`config.mk`:
```
export PLATFORM = sky130hd
export DESIGN_NAME = frame_fifo_arbiter
export DESIGN_NICKNAME = d
export VERILOG_FILES = /design/src/rtl/frame_fifo_arbiter_pkg.sv /design/src/rtl/frame_fifo_arbiter_rr_select.sv /design/src/rtl/frame_fifo_arbiter.sv
export SDC_FILE = /design/constraint.sdc
export NUM_CORES = 1
export LEC_CHECK = 0
export ABC_CLOCK_PERIOD_IN_PS = 2000
export CAP_MARGIN = 20
export CORE_MARGIN = 2
export CORE_UTILIZATION = 37
export DETAILED_ROUTE_END_ITERATION = 6
export PLACE_DENSITY = 0.81
export SYNTH_ARGS = -nofsm -noshare
export SYNTH_HDL_FRONTEND = slang
export SYNTH_SLANG_ARGS = --single-unit
```
`constraint.sdc`:
```
create_clock -name clock -period 2 [get_ports clock]
set_input_delay 0.5 -clock clock [delete_from_list [all_inputs] [get_ports clock]]
set_output_delay 0.5 -clock clock [all_outputs]
set_load 0.02 [all_outputs]
```
`src/rtl/frame_fifo_arbiter_pkg.sv`:
```
// frame_fifo_arbiter_pkg: state encoding, length width and pixel width helper shared by the arbiter
package frame_fifo_arbiter_pkg;

    typedef enum logic [1:0] {
        IDLE = 2'd0,
        LOAD = 2'd1,
        XFER = 2'd2,
        DONE = 2'd3
    } state_e;

    localparam int LEN_W = 32;

    function automatic int pix_w(input int dwidth);
        return dwidth * 3;
    endfunction

endpackage

```
`src/rtl/frame_fifo_arbiter_rr_select.sv`:
```
// rr_select: combinational round-robin pick, first requester after last owner, wrapping modulo N
module rr_select #(
    parameter int N = 2,
    localparam int IW = $clog2(N)
) (
    input  logic [N-1:0]  req,
    input  logic [IW-1:0] last,
    output logic [N-1:0]  gnt,
    output logic [IW-1:0] idx
);

    logic [IW-1:0] c;

    // Walk from the farthest candidate back to the nearest so the nearest requester wins.
    always_comb begin
        gnt = '0;
        idx = '0;
        c = '0;
        for (int k = N; k >= 1; k--) begin
            c = IW'((int'(last) + k) % N);
            if (req[c]) begin
                gnt = '0;
                gnt[c] = 1'b1;
                idx = c;
            end
        end
    end

endmodule

```
`src/rtl/frame_fifo_arbiter.sv`:
```
// frame_fifo_arbiter: grants whole frames from NUM_SRC pixel sources round-robin into one FIFO write port
module frame_fifo_arbiter
    import frame_fifo_arbiter_pkg::*;
#(
    parameter int DWIDTH = 32,
    parameter int NUM_SRC = 2,
    localparam int PW = pix_w(DWIDTH),
    localparam int IW = $clog2(NUM_SRC)
) (
    input  logic                     clock,
    input  logic                     reset_n,
    input  logic [NUM_SRC-1:0]       src_req,
    input  logic [NUM_SRC*LEN_W-1:0] src_len,
    input  logic [NUM_SRC*PW-1:0]    src_data,
    input  logic [NUM_SRC-1:0]       src_valid,
    output logic [NUM_SRC-1:0]       src_ready,
    input  logic                     fifo_full,
    output logic [PW-1:0]            fifo_data,
    output logic                     fifo_wrreq,
    output logic [NUM_SRC-1:0]       grant,
    output logic [NUM_SRC-1:0]       frame_done,
    output logic                     busy
);

    state_e             state_q, state_d;
    logic [NUM_SRC-1:0] grant_q, grant_d, done_q, done_d, rr_gnt;
    logic [IW-1:0]      owner_q, owner_d, last_q, last_d, rr_idx;
    logic [LEN_W-1:0]   rem_q, rem_d, owner_len;
    logic [PW-1:0]      data_q, data_d;
    logic               wr_q, wr_d, accept;

    rr_select #(.N(NUM_SRC)) u_rr (
        .req  (src_req),
        .last (last_q),
        .gnt  (rr_gnt),
        .idx  (rr_idx)
    );

    assign owner_len = src_len[owner_q*LEN_W +: LEN_W];
    assign src_ready = (state_q == XFER && !fifo_full) ? grant_q : '0;
    assign accept    = |(src_valid & src_ready);

    always_comb begin
        state_d = state_q;
        grant_d = grant_q;
        owner_d = owner_q;
        last_d  = last_q;
        rem_d   = rem_q;
        done_d  = '0;
        wr_d    = accept;
        data_d  = accept ? src_data[owner_q*PW +: PW] : data_q;
        case (state_q)
            IDLE: if (|src_req) begin
                grant_d = rr_gnt;
                owner_d = rr_idx;
                state_d = LOAD;
            end
            LOAD: begin
                rem_d   = owner_len;
                state_d = (owner_len == '0) ? DONE : XFER;
            end
            XFER: if (accept) begin
                rem_d   = rem_q - LEN_W'(1);
                state_d = (rem_q == LEN_W'(1)) ? DONE : XFER;
            end
            DONE: begin
                done_d  = grant_q;
                last_d  = owner_q;
                grant_d = '0;
                state_d = IDLE;
            end
            default: state_d = IDLE;
        endcase
    end

    always_ff @(posedge clock or negedge reset_n) begin
        if (!reset_n) begin
            state_q <= IDLE;
            grant_q <= '0;
            owner_q <= '0;
            last_q  <= IW'(NUM_SRC - 1);
            rem_q   <= '0;
            done_q  <= '0;
            wr_q    <= 1'b0;
            data_q  <= '0;
        end else begin
            state_q <= state_d;
            grant_q <= grant_d;
            owner_q <= owner_d;
            last_q  <= last_d;
            rem_q   <= rem_d;
            done_q  <= done_d;
            wr_q    <= wr_d;
            data_q  <= data_d;
        end
    end

    assign grant      = grant_q;
    assign frame_done = done_q;
    assign fifo_wrreq = wr_q;
    assign fifo_data  = data_q;
    assign busy       = (state_q != IDLE);

endmodule
```
# Yosys cells after proc, flatten, opt, wreduce, memory -nomap -nowiden
# Index checks and enable logic that the tools add are counted.
totals:
  latch_bits: 0
  wordCells: 63
  output_inout_bits: 104
  mem_bits_ro: 0
  ff_bits: 137
  in_bits: 263
  mem_count: 0
  ram_bits: 0
op_classes:
  mux: 23
  reduce_logical: 15
  addsub: 3
  multipliers: 1
  n_eq_ne: 6
  n_div: 0
  bitwise_logic: 1
  order_cmp: 4
  n_shift: 2
ops:
  columns: ["cell", "count"]
  rows:
  - ["variable part select 192 x 9 -> 96 bit", 1]
  - ["case mux 32 bit (2 select lines)", 1]
  - ["variable part select 64 x 7 -> 32 bit", 1]
  - ["== test 32 x 1 -> 1 bit, second input constant", 1]
  - ["logical NOT 32 bit", 1]
  - ["2-to-1 mux 32 bit", 1]
  - ["subtractor 32 x 1 -> 32 bit, second input constant", 1]
  - ["2-to-1 mux 2 bit", 7]
  - ["2-to-1 mux 1 bit", 10]
  - ["case mux 2 bit (4 select lines)", 1]
  - ["AND reduction 2 bit", 4]
  - ["nonzero test 2 bit", 3]
  - ["== test 2 bit, second input constant", 2]
  - ["less-than comparator 1 x 2 -> 1 bit, second input constant", 2]
  - ["inequality test 2 bit, second input constant", 2]
  - ["case mux 2 bit (2 select lines)", 1]
  - ["OR reduction 2 bit", 2]
  - ["logical AND 1 bit", 3]
  - ["multiplier 1 x 2 -> 3 bit, second input constant", 1]
  - ["adder 1 bit, second input constant", 2]
  - ["bitwise AND 2 bit", 1]
  - ["demux 1 bit (select 1 bit)", 2]
  - ["== test 2 x 1 -> 1 bit, second input constant", 1]
  - ["greater-or-equal comparator 1 bit, second input constant", 2]
  - ["2 further kinds", 2]

# Logic depth before layout (Yosys ltp)
logic_depth:
  word_depth: 9
  depth_mapped: 11
  mapped_depth_nobuf: 7

# By module
# Synthesis repeated with hierarchy kept, for this count alone.
hier_totals:
  cells_unflattened: 780
  area_unflattened_um2: 7375.8
modules_own_cells:
  columns: ["mod", "cells_each", "area_each_um2", "instances", "seq_area_each_um2"]
  rows:
  - ["frame_fifo_arbiter", 776, 7349.5, 1, 3429.5]
  - ["rr_select", 4, 26.3, 1, 0.0]

# Worst setup path after synthesis
# OpenSTA, ideal clock, no wires.
synth_path:
  kind: "register -> register"
  startpoint: "reg rem_q[0]"
  endpoint: "reg rem_q[16]"
  arrival_time_ps: 2043
  path_buffers: 1
  synth_period_minus_slack_ps: 2164
  stages_incl_launch_ff: 9
  required_ps: 1879
  setup_ps: 121
  slack_ps: -164
  path_cell_list: "dfrtp_1 > inv_1 > ha_1 > or3b_2 > clkbuf_1 > nor4_4 > and3_1 > a22oi_1 > o22a_1"
synth_between:
  elab_chain_len: 3
synth_lines:
  columns: ["item", "line_no", "text"]
  rows:
  - ["start: declaration", "frame_fifo_arbiter.sv:28", "logic [LEN_W-1:0] rem_q, rem_d, owner_len;"]
  - ["start signal: assignment", "frame_fifo_arbiter.sv:91", "rem_q <= rem_d;"]
  - ["subtractor 32 x 1 -> 32 bit", "frame_fifo_arbiter.sv:63", "rem_d = rem_q - LEN_W'(1);"]
  - ["2-to-1 mux 32 bit", "frame_fifo_arbiter.sv:62", "XFER: if (accept) begin"]
  - ["case mux 32 bit (2 select lines)", "frame_fifo_arbiter.sv:52", "case (state_q)"]
# Every way passes these cells. The select of a mux whose other input is x is not followed.
# A chain may end at the register's enable or synchronous reset.

# Worst setup path after layout
# Same ends and word-level chain as after synthesis.

==> results.py <==
metrics = {
    "setup_path": {
        "cpPeakStageDelay_ps": 430,
        "r2r_start": "rem_q[0]$_DFFE_PN0P_",
        "crit_family": "simple AND/OR/NAND/NOR gates",
        "worstSetupPathType": "reg -> reg",
        "crit_required_ps": 2310,
        "slowest_stage": "dfrtp_1",
        "cp-start-kind": "flip-flop",
        "worstPathArrival_ps": 2390,
        "critPathBufInv": 1,
        "cp_max_fo": 4,
        "end_kind": "flip-flop",
        "startpoint": "rem_q[0]$_DFFE_PN0P_",
        "crit_chain": "inv_2 > ha_4 > or3b_4 > nor4_4 > and3_1 > a22oi_1 > o22a_1",
    },
    "global_route": {
        "grt_max_degree": 74,
        "grt.total_usage_pct": 26.0,
        "grt-ovfl-total": 0,
        "grt_pass1_vias": 8037,
        "grt_pass1_wl_mm": 43.5,
        "antenna_found_initial": 5,
    },
    "route": {
        "initialDrtViolationCount": 423,
        "vias": 7857,
        "first_pass_iters": 5,
        "wl_per_cell_um": 19.1,
        "viasPerCell": 5.26,
        "route.detailed.drc": 0,
        "ant_nets": 0,
        "detail_route.wirelength_mm": 28.5,
    },
    "clocking": {
        "numCtsBuffers": 17,
        "clkLatencyLatePin_ps": 430,
        "cts.clk_slew.worst_paths_ps": 60,
        "cts_buffer_depth": 2,
        "htree_levels": 4,
        "cts_tree": "done",
        "clock_sinks": 137,
        "cts_root_buffer": "clkbuf_16",
    },
    "power": {
        "ir_worst_vdd_mv": 0.954,
        "p_switching_w": 0.00759,
        "switching_share_pct": 40.1,
        "p_int_w": 0.0113,
        "p_leak_nw": 5.64,
        "p_seq_share_pct": 27.2,
        "p_per_area_nw_per_um2": 1460,
        "power_w": 0.0189,
        "pwr-share-comb_pct": 55.3,
        "p_clk_share_pct": 17.6,
    },
    "timing": {
        "finalClockSkew_ps": 11.5,
        "finalCritPeriodShare_pct": 104,
        "tns_ps": -196,
        "rsz0062_at_grt": "true",
        "fin_ws_ps": -77.9,
        "worst_pin_slew_ps": 549,
        "setup_viol": 4,
        "max_freq_mhz": 481,
        "hold_viol": 0,
        "max_slew_margin_pct": 63.4,
        "fin_crit_ps": 2080,
        "slew_violations": 0,
    },
    "logic_synthesis": {
        "synthDistinctLibCells": 54,
        "async_reset_ff_share_pct": 100,
        "synth_area_um2": 7470,
        "syn_avg_cell_area_um2": 9.57,
        "synthCells": 780,
        "synth-edff-count": 0,
        "ys_warn_count": 0,
        "synth-seq-cells": 137,
        "synth.net_count": 1049,
        "ys_seq_area_share_pct": 45.9,
        "ys.flop_type": "dfrtp_1",
    },
    "status": {
        "violations": "negative setup slack",
        "status": "finished with violations",
    },
    "floorplanning": {
        "core_area_um2": 19700,
        "rows": 51,
        "die_y_um": 146,
        "start_util_pct": 38.0,
        "dieArea_um2": 21300,
        "die_x_um": 146,
        "ios": 367,
    },
    "worst_hold_path": {
        "hold_path_class": "reg -> reg",
        "holdCritStartpoint": "fifo_data[84]$_DFFE_PN0P_",
    },
    "placement": {
        "routabilityCongestion": 0.939,
        "port_buffers": 366,
        "dp_hpwl_mm": 21.8,
    },
    "finish": {
        "area_delta_synth_final_pct": 73.7,
        "drive_gt1_share_pct": 17.3,
        "final_nets": 1480,
    },
    "job": {
        "maxCapViolations": 0,
    },
}
[layout make-up]
class,instances,area [um2]
fillers,1560,6680
repair buffers,470,4580
multi-input cells,575,3970
flip-flops and latches,137,3430
clock buffers,20,457
well taps,265,332
clock inverters,12,163
inverters,10,37.5
diodes,4,10.0
[layer usage]
metal	global-route usage (%)	vias to the layer above	wire, um
met3	9.09	57	2540
met4	9.90	2	816
met2	44.7	346	14400
met1	29.8	3736	10800
met5	0	-	9
li1	-	3716	-
[flip-flops by register name (all words and copies together), names as in the netlist]
signal / cells
fifo_data: 96
grant: 2
frame_done: 2
owner_q: 1
rem_q: 32
state_q: 2
fifo_wrreq: 1
last_q: 1
[synthesized netlist by cell type, types with 4 or more instances]
library cell	instances	area share, %
dfrtp_1	136	46
nand2_1	120	6.0
o21ai_0	118	7.9
mux2i_1	110	15
clkbuf_1	44	2.2
a21oi_1	37	2.5
nor2_1	20	1.0
nor4_1	20	1.7
mux2_2	16	2.4
nand3_1	13	0.87
nand4_1	12	1.0
nor3_1	12	0.80
inv_1	10	0.50
o22ai_1	10	0.84
o32ai_1	8	0.94
ha_1	6	1.0
nand2b_1	6	0.50
nor2b_1	5	0.42
or4_1	5	0.50
a22o_1	4	0.47
a31oi_1	4	0.34
buf_2	4	0.27
clkbuf_8	4	0.74
o22a_1	4	0.47
[power groups by stage]
stage                     sequential, W  combinational (W)  clock, W
after CTS                       0.00510             0.0102   0.00337
final                           0.00514             0.0105   0.00333
after detailed placement        0.00508             0.0101         0
after global placement          0.00504            0.00985         0
after global routing            0.00530             0.0112   0.00348
after floorplan                 0.00623            0.00417         0
[per-stage QoR]
step	worst slack (ps)	cells	hold WS, ps	area, um2	utilization, %
2_1_floorplan	-154	780	204	7510	-
3_3_place_gp	-294	1448	406	12000	61.2
3_5_place_dp	-285	1448	401	12000	61.2
4_1_cts	-32.5	1484	483	12700	64.8
5_1_grt	-150	1492	499	13000	66.0
6_report	-77.9	1493	478	13000	66.0
[path summary, 6_finish.rpt]
check                                                 end  slack, ps  cells after the start
min in group asynchronous       fifo_data[25]$_DFFE_PN0P_        550                      2
max in group asynchronous             owner_q$_DFFE_PN0P_        800                      3
worst min register to register  fifo_data[84]$_DFFE_PN0P_        480                      2
worst min-delay path            fifo_data[84]$_DFFE_PN0P_        480                      2
worst max register to register      rem_q[16]$_DFFE_PN0P_        -80                      7
worst max-delay path                rem_q[16]$_DFFE_PN0P_        -80                      7
[layout by cell type (no fill, tap or decap), types with 4 or more instances in the layout]
cell type and instances:
nand4_1 12, mux2i_1 110, o32ai_1 5, o22ai_1 6, clkdlybuf4s50_1 359, clkbuf_16 17, a31oi_1 4, inv_1 6
inv_6 4, nor4_2 6, a21oi_1 31, nand2b_1 4, buf_4 92, nor4_1 14, nor2_1 18, a22o_1 4
buf_12 9, nand3_1 10, nand2_1 118, buf_6 6, o21ai_0 115, o22ai_2 4, inv_2 4, nor3_1 10
o22a_1 4, mux2_2 16, diode_2 4, a21oi_2 6, dfrtp_1 135
[tightest hold or removal path: stages, from the launching register on]
cell and delay (ps):
dfrtp_1 340, nand2_1 50, o21ai_0 60
[cells by family after synthesis]
family | after synthesis | synth area share (%)
simple gates | 234 | 15.2
compound gates | 208 | 16.1
flops | 137 | 45.9
mux | 126 | 17.2
buf+inv | 68 | 4.49
fa+ha+maj | 6 | 1.01
xor+xnor | 1 | 0.117
[timing repair]
| action | 4_1_cts | 5_1_grt |
|---|---|---|
| endpoints found under the hold margin | 27 | 0 |
| gates resized for setup | 32 | 44 |
| hold buffers | 1 | 0 |
| setup endpoints to repair | 18 | 33 |
| pin swaps | 5 | 14 |
| setup buffers | 3 | 6 |
No activity file was read; power rests on OpenSTA's default activity.
